### src/rtl/pll_lock_sequencer.sv
// PLL reset, lock acquisition and lock qualification sequencer. Runs entirely on the
// 12 MHz reference clock so it keeps working while the PLL output is absent.
module pll_lock_sequencer #(
    parameter int RESET_CYCLES = 16,
    parameter int LOCK_STABLE  = 1024,
    parameter int LOCK_TIMEOUT = 65535,
    parameter int MAX_RETRIES  = 3,
    localparam int RW = (MAX_RETRIES > 0) ? $clog2(MAX_RETRIES + 1) : 1
) (
    input  logic          clock_in,
    input  logic          reset_n,
    input  logic          locked_in,
    input  logic          restart,
    output logic          pll_resetb,
    output logic          ready,
    output logic          fault,
    output logic [RW-1:0] retry_count,
    output logic [2:0]    state
);

    localparam int MAX_A   = (RESET_CYCLES > LOCK_STABLE) ? RESET_CYCLES : LOCK_STABLE;
    localparam int MAX_CNT = (MAX_A > LOCK_TIMEOUT) ? MAX_A : LOCK_TIMEOUT;
    localparam int CW      = $clog2(MAX_CNT + 1);

    localparam logic [CW-1:0] RST_LAST  = CW'(RESET_CYCLES - 1);
    localparam logic [CW-1:0] STB_LAST  = CW'(LOCK_STABLE - 1);
    localparam logic [CW-1:0] TMO_LAST  = CW'(LOCK_TIMEOUT - 1);
    localparam logic [RW-1:0] RETRY_MAX = RW'(MAX_RETRIES);

    typedef enum logic [2:0] {
        ST_RESET_PLL = 3'd0,
        ST_WAIT_LOCK = 3'd1,
        ST_STABLE    = 3'd2,
        ST_READY     = 3'd3,
        ST_FAULT     = 3'd4
    } state_e;

    logic [1:0]    sync_q;
    logic [1:0]    sync_d;
    logic          lock_s;
    state_e        state_q;
    state_e        state_d;
    logic [CW-1:0] cnt_q;
    logic [CW-1:0] cnt_d;
    logic [RW-1:0] retry_q;
    logic [RW-1:0] retry_d;
    logic          pll_resetb_q;
    logic          pll_resetb_d;
    logic          ready_q;
    logic          ready_d;
    logic          fault_q;
    logic          fault_d;

    // Two-flop synchroniser input shift for the asynchronous PLL lock flag.
    always_comb begin
        sync_d = {sync_q[0], locked_in};
    end

    assign lock_s = sync_q[1];

    // Next-state, cycle counter and retry bookkeeping.
    always_comb begin
        state_d = state_q;
        cnt_d   = cnt_q + CW'(1);
        retry_d = retry_q;
        case (state_q)
            ST_RESET_PLL: begin
                if (cnt_q >= RST_LAST) begin
                    state_d = ST_WAIT_LOCK;
                    cnt_d   = {CW{1'b0}};
                end else begin
                    state_d = ST_RESET_PLL;
                end
            end
            ST_WAIT_LOCK: begin
                if (lock_s) begin
                    state_d = ST_STABLE;
                    cnt_d   = {CW{1'b0}};
                end else if (cnt_q >= TMO_LAST) begin
                    cnt_d = {CW{1'b0}};
                    if (retry_q == RETRY_MAX) begin
                        state_d = ST_FAULT;
                    end else begin
                        state_d = ST_RESET_PLL;
                        retry_d = retry_q + RW'(1);
                    end
                end else begin
                    state_d = ST_WAIT_LOCK;
                end
            end
            ST_STABLE: begin
                // A drop always wins, even on the cycle that would have qualified.
                if (!lock_s) begin
                    state_d = ST_WAIT_LOCK;
                    cnt_d   = {CW{1'b0}};
                end else if (cnt_q >= STB_LAST) begin
                    state_d = ST_READY;
                    cnt_d   = {CW{1'b0}};
                    retry_d = {RW{1'b0}};
                end else begin
                    state_d = ST_STABLE;
                end
            end
            ST_READY: begin
                cnt_d = {CW{1'b0}};
                if (!lock_s) begin
                    state_d = ST_WAIT_LOCK;
                end else begin
                    state_d = ST_READY;
                end
            end
            ST_FAULT: begin
                state_d = ST_FAULT;
                cnt_d   = {CW{1'b0}};
            end
            default: begin
                state_d = ST_RESET_PLL;
                cnt_d   = {CW{1'b0}};
                retry_d = {RW{1'b0}};
            end
        endcase
        if (restart) begin
            state_d = ST_RESET_PLL;
            cnt_d   = {CW{1'b0}};
            retry_d = {RW{1'b0}};
        end else begin
            retry_d = retry_d;
        end
    end

    // Output values decoded from the next state so they register on the same edge.
    always_comb begin
        pll_resetb_d = 1'b0;
        ready_d      = 1'b0;
        fault_d      = 1'b0;
        case (state_d)
            ST_WAIT_LOCK, ST_STABLE: begin
                pll_resetb_d = 1'b1;
            end
            ST_READY: begin
                pll_resetb_d = 1'b1;
                ready_d      = 1'b1;
            end
            ST_FAULT: begin
                fault_d = 1'b1;
            end
            default: begin
                pll_resetb_d = 1'b0;
            end
        endcase
    end

    // State, counter, synchroniser and output registers.
    always_ff @(posedge clock_in or negedge reset_n) begin
        if (!reset_n) begin
            sync_q       <= 2'b00;
            state_q      <= ST_RESET_PLL;
            cnt_q        <= {CW{1'b0}};
            retry_q      <= {RW{1'b0}};
            pll_resetb_q <= 1'b0;
            ready_q      <= 1'b0;
            fault_q      <= 1'b0;
        end else begin
            sync_q       <= sync_d;
            state_q      <= state_d;
            cnt_q        <= cnt_d;
            retry_q      <= retry_d;
            pll_resetb_q <= pll_resetb_d;
            ready_q      <= ready_d;
            fault_q      <= fault_d;
        end
    end

    assign pll_resetb  = pll_resetb_q;
    assign ready       = ready_q;
    assign fault       = fault_q;
    assign retry_count = retry_q;
    assign state       = state_q;

endmodule

### config.mk
export PLATFORM = sky130hd
export DESIGN_NAME = pll_lock_sequencer
export DESIGN_NICKNAME = d
export VERILOG_FILES = /design/src/rtl/pll_lock_sequencer.sv
export SDC_FILE = /design/constraint.sdc
export NUM_CORES = 1
export LEC_CHECK = 0
export ABC_AREA = 1
export BUFFER_PORTS_ARGS = -buffer_cell sky130_fd_sc_hd__buf_2
export CAP_MARGIN = 20
export CORE_UTILIZATION = 40
export DETAILED_ROUTE_END_ITERATION = 6
export RECOVER_POWER = 100
export SLEW_MARGIN = 20
export SYNTH_ARGS = -nofsm -noshare
export SYNTH_HDL_FRONTEND = slang
export SYNTH_SLANG_ARGS = --single-unit
### constraint.sdc
create_clock -name clock_in -period 3.8 [get_ports clock_in]
set_clock_uncertainty 0.2 [all_clocks]
set_input_delay 0 -clock clock_in [delete_from_list [all_inputs] [get_ports clock_in]]
set_output_delay 0 -clock clock_in [all_outputs]
set_load 0.05 [all_outputs]
==> results of run 1 <==
==> cell families after synthesis <==
group / Yosys count / share of synthesized area [%]
adders and majority gates: 3 / 2.68
xor gates and xnor gates: 8 / 5.00
AOI/OAI and AO/OA: 8 / 3.21
DFF: 26 / 46.4
and+or+nand+nor: 103 / 35.9
buffers and inverters: 21 / 6.79
==> through the flow <==
step / utilization (%) / cell area [µm²]
5_1_grt: 47.3 / 1580
6_report: 47.3 / 1580
3_5_place_dp: 44.8 / 1490
3_3_place_gp: 44.8 / 1490
2_1_floorplan: - / 1400
4_1_cts: 47.8 / 1600
==> power groups by stage <==
stage / clock network [mW] / logic, mW / registers (mW)
after floorplan: 0 / 0.0140 / 0.289
after global placement: 0 / 0.0210 / 0.289
after detailed placement: 0 / 0.0219 / 0.289
after CTS: 0.195 / 0.0260 / 0.284
after global routing: 0.203 / 0.0281 / 0.285
final: 0.187 / 0.0242 / 0.284
==> cell usage after synthesis <==
cell type / instances / area [µm²]
sky130_fd_sc_hd__a21oi_1: 3 / 15.0
sky130_fd_sc_hd__buf_12: 1 / 20.0
sky130_fd_sc_hd__dfrtp_1: 26 / 651
sky130_fd_sc_hd__ha_1: 3 / 37.5
sky130_fd_sc_hd__inv_1: 20 / 75.1
sky130_fd_sc_hd__nand2_1: 31 / 116
sky130_fd_sc_hd__nand2_2: 1 / 6.26
sky130_fd_sc_hd__nand2_4: 1 / 11.3
sky130_fd_sc_hd__nand3_1: 11 / 55.1
sky130_fd_sc_hd__nand3b_4: 1 / 20.0
sky130_fd_sc_hd__nand4_1: 9 / 56.3
sky130_fd_sc_hd__nor2_1: 30 / 113
sky130_fd_sc_hd__nor2_2: 10 / 62.6
sky130_fd_sc_hd__nor2_4: 2 / 22.5
sky130_fd_sc_hd__nor3_1: 3 / 15.0
sky130_fd_sc_hd__nor4_1: 3 / 18.8
sky130_fd_sc_hd__o211ai_1: 1 / 7.51
sky130_fd_sc_hd__o21ai_0: 2 / 10.0
sky130_fd_sc_hd__o22ai_1: 2 / 12.5
sky130_fd_sc_hd__or2_2: 1 / 6.26
sky130_fd_sc_hd__xnor2_1: 3 / 26.3
sky130_fd_sc_hd__xor2_1: 5 / 43.8
==> final timing paths <==
kind                                      from             endpoint  slack, ps  cells past startpoint
max in group clock_in       cnt_q[1]$_DFF_PN0_  cnt_q[11]$_DFF_PN0_       1440                      8
min in group asynchronous              reset_n   cnt_q[6]$_DFF_PN0_        520                      3
min                                  locked_in  sync_q[0]$_DFF_PN0_        110                      2
min reg2reg                sync_q[0]$_DFF_PN0_  sync_q[1]$_DFF_PN0_        170                      0
max                                    reset_n   state[2]$_DFF_PN0_       1420                      4
max reg2reg                 cnt_q[1]$_DFF_PN0_  cnt_q[11]$_DFF_PN0_       1440                      8
==> routing by layer <==
layer | part of all wire, % | GRT usage, %
met1 | 45 | 20.1
met2 | 51 | 31.2
met4 | 1.0 | 5.19
met3 | 3.2 | 5.25
met5 | 0 | 0
==> layout make-up <==
cell class | count | area [µm²]
multi-input combinational | 122 | 648
clock buffer | 3 | 22.5
clock inverter | 1 | 30.0
tap | 46 | 57.6
inverter | 20 | 75.1
fill | 356 | 1760
timing repair buffer | 16 | 93.8
sequential | 26 | 651
==> sequential cells by signal, indices dropped and copies added (netlist names) <==
| name | cells |
|---|---|
| cnt_q | 16 |
| state | 3 |
| retry_count | 2 |
| sync_q | 2 |
| fault | 1 |
| pll_resetb | 1 |
| ready | 1 |
==> what timing repair did <==
item / 4_1_cts / 5_1_grt
hold endpoints to repair: 35 / 0
gates resized for setup: 0 / 0
hold buffers: 5 / 0
==> reports/results.txt, run 1 <==
Of the total power, the share spent switching nets is 20.1%. The logs give 0 for the number of antenna violations at the first check in global routing and 1086 for the via count of the first global-routing pass. The tools report the part of the power in the clock network as 37.8%. The post-route total power is 0.495 mW. Data on the critical path arrives at its endpoint at 2600 ps. The kind of cell with the highest combined delay along the critical path is buffers and inverters.

The transition time at the pin with the least slew margin is 778 ps, and the share of synthesized area occupied by flip-flops and latches is 46.4%. The count of buffers from port buffering is 11. The netlist uses 22 different library cells. Global routing used 17.5% of the available tracks across all layers. The detailed-route vias per instance was 4.83. The final route contains 1130 vias. STA classifies the critical path startpoint as an input port. Before CTS, the worst setup slack after placement is 1850 ps. The number of DRC markers in iteration 0 is 60, and the post-synthesis sequential element count is 26. After detailed routing, the total wire length is 2700 µm. For the highest clock rate, the log shows 420 MHz. The worst setup path is captured at an async pin. The logs give 4.9% for the share of power burned in combinational logic and 4020 ps for the endpoint required time on the critical path. The tools report the weighted congestion reported at the end of routability-driven placement as 0.780. For this design the static power due to leakage is 0.697 nW. The run gives 26 as the number of clock sinks.

The fraction of final layout cells with drive strength greater than 1 was 11.2%; the effective utilization at floorplan was 42.0%. The global-route congestion overflow total was 0; the summed instance area of the synthesized netlist was 1400 µm². The tightest hold path in the finished design has a slack of 112 ps. The final sum of negative setup slack came out at 0 ps. The tools report the largest net degree at the start of global routing as 17.

Per report_power, the sequential group accounts for 57.3% of the total. The number of buffers and inverters on the critical path is 4. In this run, placement finished with an instance count of 225. Headroom to the max-slew limit came out at 48.0%. Number of slew-limit violations in the final report: 0. After detailed routing, the number of remaining DRC violations is 0.

In this run the power density over the cells is 314 nW/µm². For the worst-skew pair, the clock arrives at the later sink with an insertion delay of 320 ps. Compared with the post-synthesis result, the final layout area differs by 12.6%.

The library cell used most frequently in the layout, excluding fill and tap cells, is sky130_fd_sc_hd__nand2_1. The number of buffers on the longest clock path was 2. In this run the worst path has a maximum fanout of 15. Setup violations remaining at the end of the flow were counted as 0. The floorplan step defined a die boundary enclosing 3740 µm².

After clock tree synthesis, the clock-pin slew on the worst setup and hold paths is 140 ps. After floorplanning, the core was sized to cover 3340 µm². After floorplanning, the core was divided into 21 placement rows. The worst IR drop on VDD is 0.000185 V, and the routed length per placed instance is 11.5 µm. The remaining number of nets flagged by the antenna check after routing came out at 0. The smallest clock period supported by the final layout is computed as 2380 ps. In the final design database the tool counted 196 nets. The number of nets in the synthesized netlist is 176. The most numerous cell type found on the critical path is sky130_fd_sc_hd__dlygate4sd3_1. For the total count of hold-check failures in the final report, the log shows 0. The mean instance size in the synthesized netlist works out to 8.29 µm². During I/O placement, the number of pins put on the boundary was 12. The tools report the root buffer selected by CTS as sky130_fd_sc_hd__clkbuf_4. The run gives 234 as the count of non-filler cells in the finished layout. The number of antenna diodes in the final layout is 0. The run gives 0.0996 mW as the reported net switching power.

The number of instances in the synthesized netlist is 169, and the design internal power is 0.396 mW. The path class of the tightest hold or removal check is in -> reg. TritonCTS built the clock tree.

The first detailed-routing pass ran for 4 iterations. The die is 61.2 µm tall. For the yosys synthesis warning count, the log shows 0. The type of the worst setup path is in -> async.

The x dimension of the die is 61.2 µm. Slowest library cell on the worst path: sky130_fd_sc_hd__dlygate4sd3_1. Setup repair after global routing left no endpoint under its margin. The critical path goes through dlygate4sd3_1 > dlygate4sd3_1 > clkbuf_1 > dlygate4sd3_1. The worst path uses 62.7% of the clock period. Counting the buffers created by CTS gives 3. The run gives 4680 µm as the global-route wire length before repair.

The run gives 1 as the H-tree depth reported by CTS. Leaving out fill and tap cells, the most frequent cells in the layout are 32 x sky130_fd_sc_hd__nand2_1, 30 x sky130_fd_sc_hd__nor2_1, 26 x sky130_fd_sc_hd__dfrtp_1, 20 x sky130_fd_sc_hd__inv_1, 11 x sky130_fd_sc_hd__nand3_1. Critical path's largest stage delay: 1080 ps. Once routing completed, OpenROAD measured the worst setup slack at 1420 ps.

The post-CTS setup buffer count is 0. The wire-length estimate of the detail-placed layout is 2050 µm. The flow ran to the end, and the final reports show no timing, DRC or antenna violations. Number of maximum-capacitance constraint violations: 0.
No activity file was read; power rests on OpenSTA's default activity.
==> inputs of run 2 (changes only) <==
Clock period 3.8 ns to 1.9 ns, I/O delays scaled along.
==> reports/results.txt, run 2 (synthesis results as in run 1) <==
The library cells used most frequently in the layout, excluding fill and tap cells, are 35 x sky130_fd_sc_hd__nor2_1, 31 x sky130_fd_sc_hd__nand2_1, 25 x sky130_fd_sc_hd__dfrtp_1, 20 x sky130_fd_sc_hd__inv_1, 10 x sky130_fd_sc_hd__nand3_1. The tool flagged a number of max-cap violations equal to 0. The post-placement cell area is 1530 µm², and the final sum of negative setup slack is 0 ps. Leaving out fill and tap cells, the most frequent cell in the layout is sky130_fd_sc_hd__nor2_1. The worst slack after detailed placement was 25.4 ps; the detailed-route vias per instance was 4.90. The register with the most flip-flops in the layout has 16 of them.

The standard cell core area is 3340 µm². The logs give 0 for the number of antenna violations at the first check in global routing and 688 µm² for the multi-input combinational cell area. The number of buffers on the longest clock path is 2. The logs give 0 for the remaining number of nets flagged by the antenna check after routing and 1 for the H-tree depth reported by CTS. Summed over all layers, the global routing overflow is 0. The class of the worst hold path is in -> reg. In this run the critical register-to-register path is captured at cnt_q[9]$_DFF_PN0_. Global routing used 17.5% of the available tracks.

The total die area is 3740 µm², and the number of slew-limit violations in the final report is 0. For the worst setup path, the data arrival time is 1830 ps. The flow ran to the end, and the final reports show no timing, DRC or antenna violations. After floorplanning, the core was divided into 21 placement rows. More flip-flops sit in one register than any other, and that register is cnt_q.

STA classifies the critical path startpoint as a flop. The tools report the via count of the first global-routing pass as 1103. After detailed routing, the number of remaining DRC violations is 0.

The first global-routing pass estimated 4710 µm of wire. The tools report the fill cell instance count of the final layout as 349. For the worst IR drop on VDD, the log shows 0.000322 V.

The die is 61.2 µm tall. Type of the worst setup path: reg -> reg. Dividing the final minimum period by the clock period gives 93.0%.

The cell depth of the worst flop-to-flop path was 6. The clock-pin slew reported for the worst setup and hold paths after clock tree synthesis works out to 140 ps. The logs give 320 ps for the source-to-sink clock delay at the later pin of the worst-skew pair and 202 for the number of nets in the finished design. The number of buffers inserted during clock tree synthesis came out at 3. The initial utilization of the core area, before any placement, comes to 42.0%. Hold path startpoint: locked_in. The setup check on the worst reg-to-reg path leaves a slack of 130 ps. The maximum fanout count along the critical path was 8; the x dimension of the die was 61.2 µm. STA classifies the critical path endpoint as a flop. For hold timing, the worst endpoint is sync_q[0]$_DFF_PN0_. Setup repair after global routing left no endpoint under its margin.

Post-layout minimum cycle time: 1770 ps. Detailed placement ended at an HPWL of 2000 µm. For the cell area after layout, the log shows 1660 µm². TritonCTS built the clock tree.

Overall power consumption after layout is estimated at 1.00 mW. Setup violations remaining at the end of the flow were counted as 0. In this run the clock root is driven by a sky130_fd_sc_hd__clkbuf_4.

For this block, the initial DRC count from the detailed router was 51. The tools report the number of primary I/O pins as 12. Hold timing on the final database bottoms out at a slack of 128 ps. In this run the static leakage power is 0.733 nW. The run gives 0 as the antenna cell count. Input and output buffers added on the ports amount to 11. Summing all flip-flop and latch instances after layout gives 652 µm². Across all setup checks in the final design, the least slack found is 132 ps. At the pin with the least slew margin, the transition time is 637 ps. The ratio of total power to cell area is 605 nW/µm². The worst hold path was traced through 2 stages. Data on the critical path is required at its endpoint by 1970 ps. Entering global routing, the biggest net connects 17 pins.

For this run, the top clock speed supported by timing is 566 MHz. The tools report the number of iterations in the first detailed-routing pass as 4. For the count of vias placed by the detailed router, the log shows 1177. The congestion estimate from routability-driven global placement came to 0.783. The worst slew slack as a fraction of its limit was 57.4%; the total count of hold-check failures in the final report was 0. The routed length per placed instance came out at 11.7 µm. For this block, the routed nets add up to 2820 µm of wire.

The number of clock sinks is 26. Startpoint of the worst register-to-register path: cnt_q[8]$_DFF_PN0_. From synthesis to final layout, the design area changed by 18.3%. The fraction of final layout cells with drive strength greater than 1 came out at 14.4%. In this run the post-CTS setup repair buffer count came out at 0.
[run 2: through the flow]
step           instances  util, %
2_1_floorplan        169        -
3_3_place_gp         230     45.9
3_5_place_dp         230     45.9
4_1_cts              239     49.3
5_1_grt              240     49.7
6_report             240     49.7
[run 2: final cells by class]
cell class | count | share of cell area (%)
Tap cell | 46 | 3.47
Sequential cell | 26 | 39.3
Clock inverter | 1 | 1.81
Timing Repair Buffer | 21 | 8.00
Multi-Input combinational cell | 123 | 41.5
Clock buffer | 3 | 1.36
Inverter | 20 | 4.53
[run 2: power breakdown]
group / internal [mW] / switching, mW
registers: 0.561 / 0.00741
clock network: 0.213 / 0.167
logic: 0.0199 / 0.0341
total: 0.794 / 0.208
[run 2: repair_timing]
item / CTS / global route
gates cloned: 0 / 1
hold buffers: 5 / 0
endpoints found under the hold margin: 35 / 0
pin swaps: 0 / 3
setup endpoints to repair: 2 / 21
resized for setup: 1 / 8
[run 2: layer usage]
layer	wire, µm	part of all wire (%)	track usage (%)	up-vias
met5	0	0	0	-
met4	40	1.4	6.82	0
met3	106	3.8	2.52	5
met2	1330	47	28.9	28
met1	1340	47	23.4	549
li1	-	-	-	595
[run 2: critical path, cell delays in order (launching register included)]
cell and delay, ps:
sky130_fd_sc_hd__dfrtp_1 440, sky130_fd_sc_hd__or2_2 320, sky130_fd_sc_hd__nor2_1 180, sky130_fd_sc_hd__nand4_1 170
sky130_fd_sc_hd__nand3b_4 190, sky130_fd_sc_hd__nand2_8 90, sky130_fd_sc_hd__nor2_1 120
[run 2: worst max path at each step]
stage                                  start                          to  slack [ps]
after global placement    cnt_q[0]$_DFF_PN0_         cnt_q[11]$_DFF_PN0_         100
after global routing      cnt_q[1]$_DFF_PN0_  retry_count[1]$_DFFE_PN0P_           8
after CTS                 cnt_q[1]$_DFF_PN0_  retry_count[0]$_DFFE_PN0P_          40
after detailed placement  cnt_q[1]$_DFF_PN0_          cnt_q[9]$_DFF_PN0_          30
final                     cnt_q[8]$_DFF_PN0_          cnt_q[9]$_DFF_PN0_         130
after floorplan           state[2]$_DFF_PN0_          cnt_q[4]$_DFF_PN0_           6
==> inputs of run 3 (changes only) <==
Settings changed: ABC_AREA 1 to unset.
Clock period 1.9 ns to 1.5 ns, I/O delays scaled along.
==> reports/results.txt, run 3 <==
The number of slew-limit violations in the final report is 0. For this run, design rule violations remaining after detail routing come to 0. After detailed routing, the number of vias per cell comes to 5.22. The routed design uses 1900 µm of met2 wire. The clock net in this run drives a total of 26 sinks. Static timing analysis puts the maximum clock frequency at 440 MHz. The core region is 3100 µm². 0 antenna diodes ended up in the layout. Startpoint of the worst setup timing path: retry_count[1]$_DFFE_PN0P_. The cell area that synthesis handed to floorplanning was 1330 µm². In this run the remaining antenna-violating nets after routing total 0. The type of the worst setup path is reg -> reg. The minimum setup slack among reg-to-reg paths was -770 ps. Number of enable flip-flop cells after synthesis: 0. After floorplanning, the core was divided into 20 placement rows.

Setup repair after global routing could not meet its margin everywhere. The run gives 0 as the global-route congestion overflow total. By area the synthesized netlist is led by sky130_fd_sc_hd__dfrtp_1 49%, sky130_fd_sc_hd__nor2_1 6.5%, sky130_fd_sc_hd__xnor2_1 5.3%.

Buffers placed on the I/O ports in this run total 11. The register with the most flip-flops in the layout has 16 of them. The worst hold path belongs to the class in -> async.

The area fraction of the dominant cell type after synthesis works out to 48.8%. The library cell used most frequently in the layout, excluding fill and tap cells, is sky130_fd_sc_hd__buf_4. The final layout contains routed wiring with a total length of 3570 µm.

The clock reaches the later pin of the worst-skew pair after 320 ps. The number of antenna violations at the first check in global routing is 0, and the worst IR drop on VDD is 0.000491 V. For the net count after synthesis, the log shows 138. The tools report the launching element type of the critical path as a flop. After technology mapping, the gate count stands at 131. The tools report the leakage power as 0.989 nW. The first detailed-routing pass ran for 4 iterations.

The post-layout minimum cycle time is 2270 ps, and the critical path's largest stage delay is 510 ps. Counting flops per register, the top entry is cnt_q. Walking the worst path, the cells encountered are ha_4 > or4b_1 > o31a_1 > or4b_4 > a21oi_2. The area added between synthesis and finish is 62.0%, and the ratio of total power to cell area is 530 nW/µm². The H-tree depth reported by CTS is 1. In this run the clock root is driven by a sky130_fd_sc_hd__clkbuf_4. Adding up every negative setup slack in the final design gives -11110 ps. The run gives 3 as the number of buffers inserted during clock tree synthesis. The library cells used most frequently in the layout, excluding fill and tap cells, are 44 x sky130_fd_sc_hd__buf_4, 18 x sky130_fd_sc_hd__dfrtp_1, 10 x sky130_fd_sc_hd__nor2_1, 9 x sky130_fd_sc_hd__nor2_4. The startpoint of the worst register-to-register path is retry_count[1]$_DFFE_PN0P_. The number of DRC markers in iteration 0 was 23. The clock passes through at most 2 buffers. The logs give 48.8% for the share of synthesized area occupied by flip-flops and latches and -782 ps for the worst slack after detailed placement. The final route contains 1264 vias. Detailed placement ended at an HPWL of 2320 µm.

In the global route stage, overall resource usage came out at 22.4%. For this configuration, the core starts out at a cell density of 43.0%. The tools report the type of destination of the critical path as a flop. Slowest library cell on the worst path: sky130_fd_sc_hd__or4b_1. The transition time at the pin with the least slew margin is 671 ps, and the cell depth of the worst flop-to-flop path is 5. Entering global routing, the biggest net connects 27 pins. The congestion estimate from routability-driven global placement came to 0.806. The synthesized design contains 26 register bits. Ranked by instance count, the synthesized netlist is headed by 26 x sky130_fd_sc_hd__dfrtp_1, 23 x sky130_fd_sc_hd__nor2_1, 8 x sky130_fd_sc_hd__nand3_1, 8 x sky130_fd_sc_hd__xnor2_1, 6 x sky130_fd_sc_hd__nand2_1. Among all cell types in the netlist, the one instantiated most often is sky130_fd_sc_hd__dfrtp_1. Share of the clock period used by the worst path: 151%. sky130_fd_sc_hd__dfrtp_1 takes more of the synthesized area than any other cell.

The via count of the first global-routing pass is 1316. Endpoint required time on the critical path: 1570 ps. The prevailing post-synth register cell is sky130_fd_sc_hd__dfrtp_1.

For this block, wires on met1 add up to 1520 µm. In this run the critical register-to-register path is captured at retry_count[1]$_DFFE_PN0P_. The first global-routing pass estimated 5920 µm of wire. Counting distinct cell types in the post-synthesis netlist gives 37. The number of maximum-capacitance constraint violations was 0. In this run the tightest slew margin relative to its limit is 55.3%. The maximum fanout count along the critical path was 3.

The final reports fail on setup timing. STA puts the critical path data arrival time at 2340 ps. The routed design uses 93 µm of met3 wire. Counting flops with an async set or reset pin after synthesis yields a share of 100%. For this run, the number of Yosys warnings is 0. The flow ran to the end, but the final reports show violations. The mean instance size in the synthesized netlist is 10.2 µm², and the number of setup violations in the final report is 23. The clock-pin slew reported for the worst setup and hold paths after clock tree synthesis is 140 ps, and the number of primary I/O pins is 12. TritonCTS built the clock tree.

The number of nets in the finished design is 206, and the die height is 59.7 µm. The total die area was 3570 µm². The total count of hold-check failures in the final report was 0. The die is 59.7 µm wide. After detailed routing, the average wire length per cell comes to 14.7 µm. The fraction of final layout cells with drive strength greater than 1 is 57.1%, and the post-route total power is 1.14 mW.

The least setup slack across all paths after layout was -771 ps. The highest metal layer carrying signal wires in the routed design is met4.
[run 3: how the worst max path moves through the flow]
stage / end / slack [ps]
6_report: retry_count[1]$_DFFE_PN0P_ / -770
3_3_place_gp: retry_count[1]$_DFFE_PN0P_ / -690
3_5_place_dp: retry_count[1]$_DFFE_PN0P_ / -780
2_1_floorplan: retry_count[1]$_DFFE_PN0P_ / -840
4_1_cts: retry_count[1]$_DFFE_PN0P_ / -820
5_1_grt: retry_count[1]$_DFFE_PN0P_ / -830
[run 3: layer usage]
metal | track usage, % | vias up
met5 | 0 | -
met1 | 28.0 | 634
met4 | 6.64 | 0
met3 | 3.68 | 8
li1 | - | 599
met2 | 39.5 | 23
[run 3: kinds of logic after synthesis]
kind of cell | share of synthesized area, %
adders and majority gates | 2.81
buffers and inverters | 2.81
AOI/OAI and AO/OA | 11.3
xor gates and xnor gates | 8.54
DFF | 48.8
and+or+nand+nor | 25.8
[run 3: worst max-delay path: cells and delay by family (launching register included)]
kind,cells,cell delay [ps]
simple gates,2,990
flops,1,460
fa+ha+maj,1,170
compound gates,2,400
[run 3: cell type report]
| cell class | count | area [µm²] |
|---|---|---|
| fill | 232 | 942 |
| multi-input combinational | 99 | 905 |
| sequential | 26 | 661 |
| timing repair buffer | 67 | 507 |
| tap | 44 | 55.1 |
| clock buffer | 4 | 26.3 |
| inverter | 2 | 7.51 |
[run 3: power breakdown]
group          total (mW)  switching (mW)  internal (mW)
Clock               0.315           0.211          0.104
Sequential          0.719         0.00843          0.710
Combinational       0.111          0.0613         0.0495
Total                1.14           0.280          0.864
[run 3: what timing repair did]
item / 4_1_cts / 5_1_grt
setup endpoints to repair: 23 / 23
pin swaps: 19 / 13
hold buffers: 3 / 0
resized for setup: 27 / 26
endpoints found under the hold margin: 47 / 0
setup buffers: 12 / 6
[run 3: stage by stage]
| step | cells | util (%) | hold WS [ps] | cell area [µm²] |
|---|---|---|---|---|
| floorplan | 131 | - | -496 | 1430 |
| detailed placement | 219 | 57.1 | -163 | 1770 |
| global route | 242 | 69.6 | 70.4 | 2160 |
| CTS | 237 | 65.2 | 3.33 | 2020 |
| finish | 242 | 69.6 | 20.5 | 2160 |
| global placement | 219 | 57.1 | -177 | 1770 |
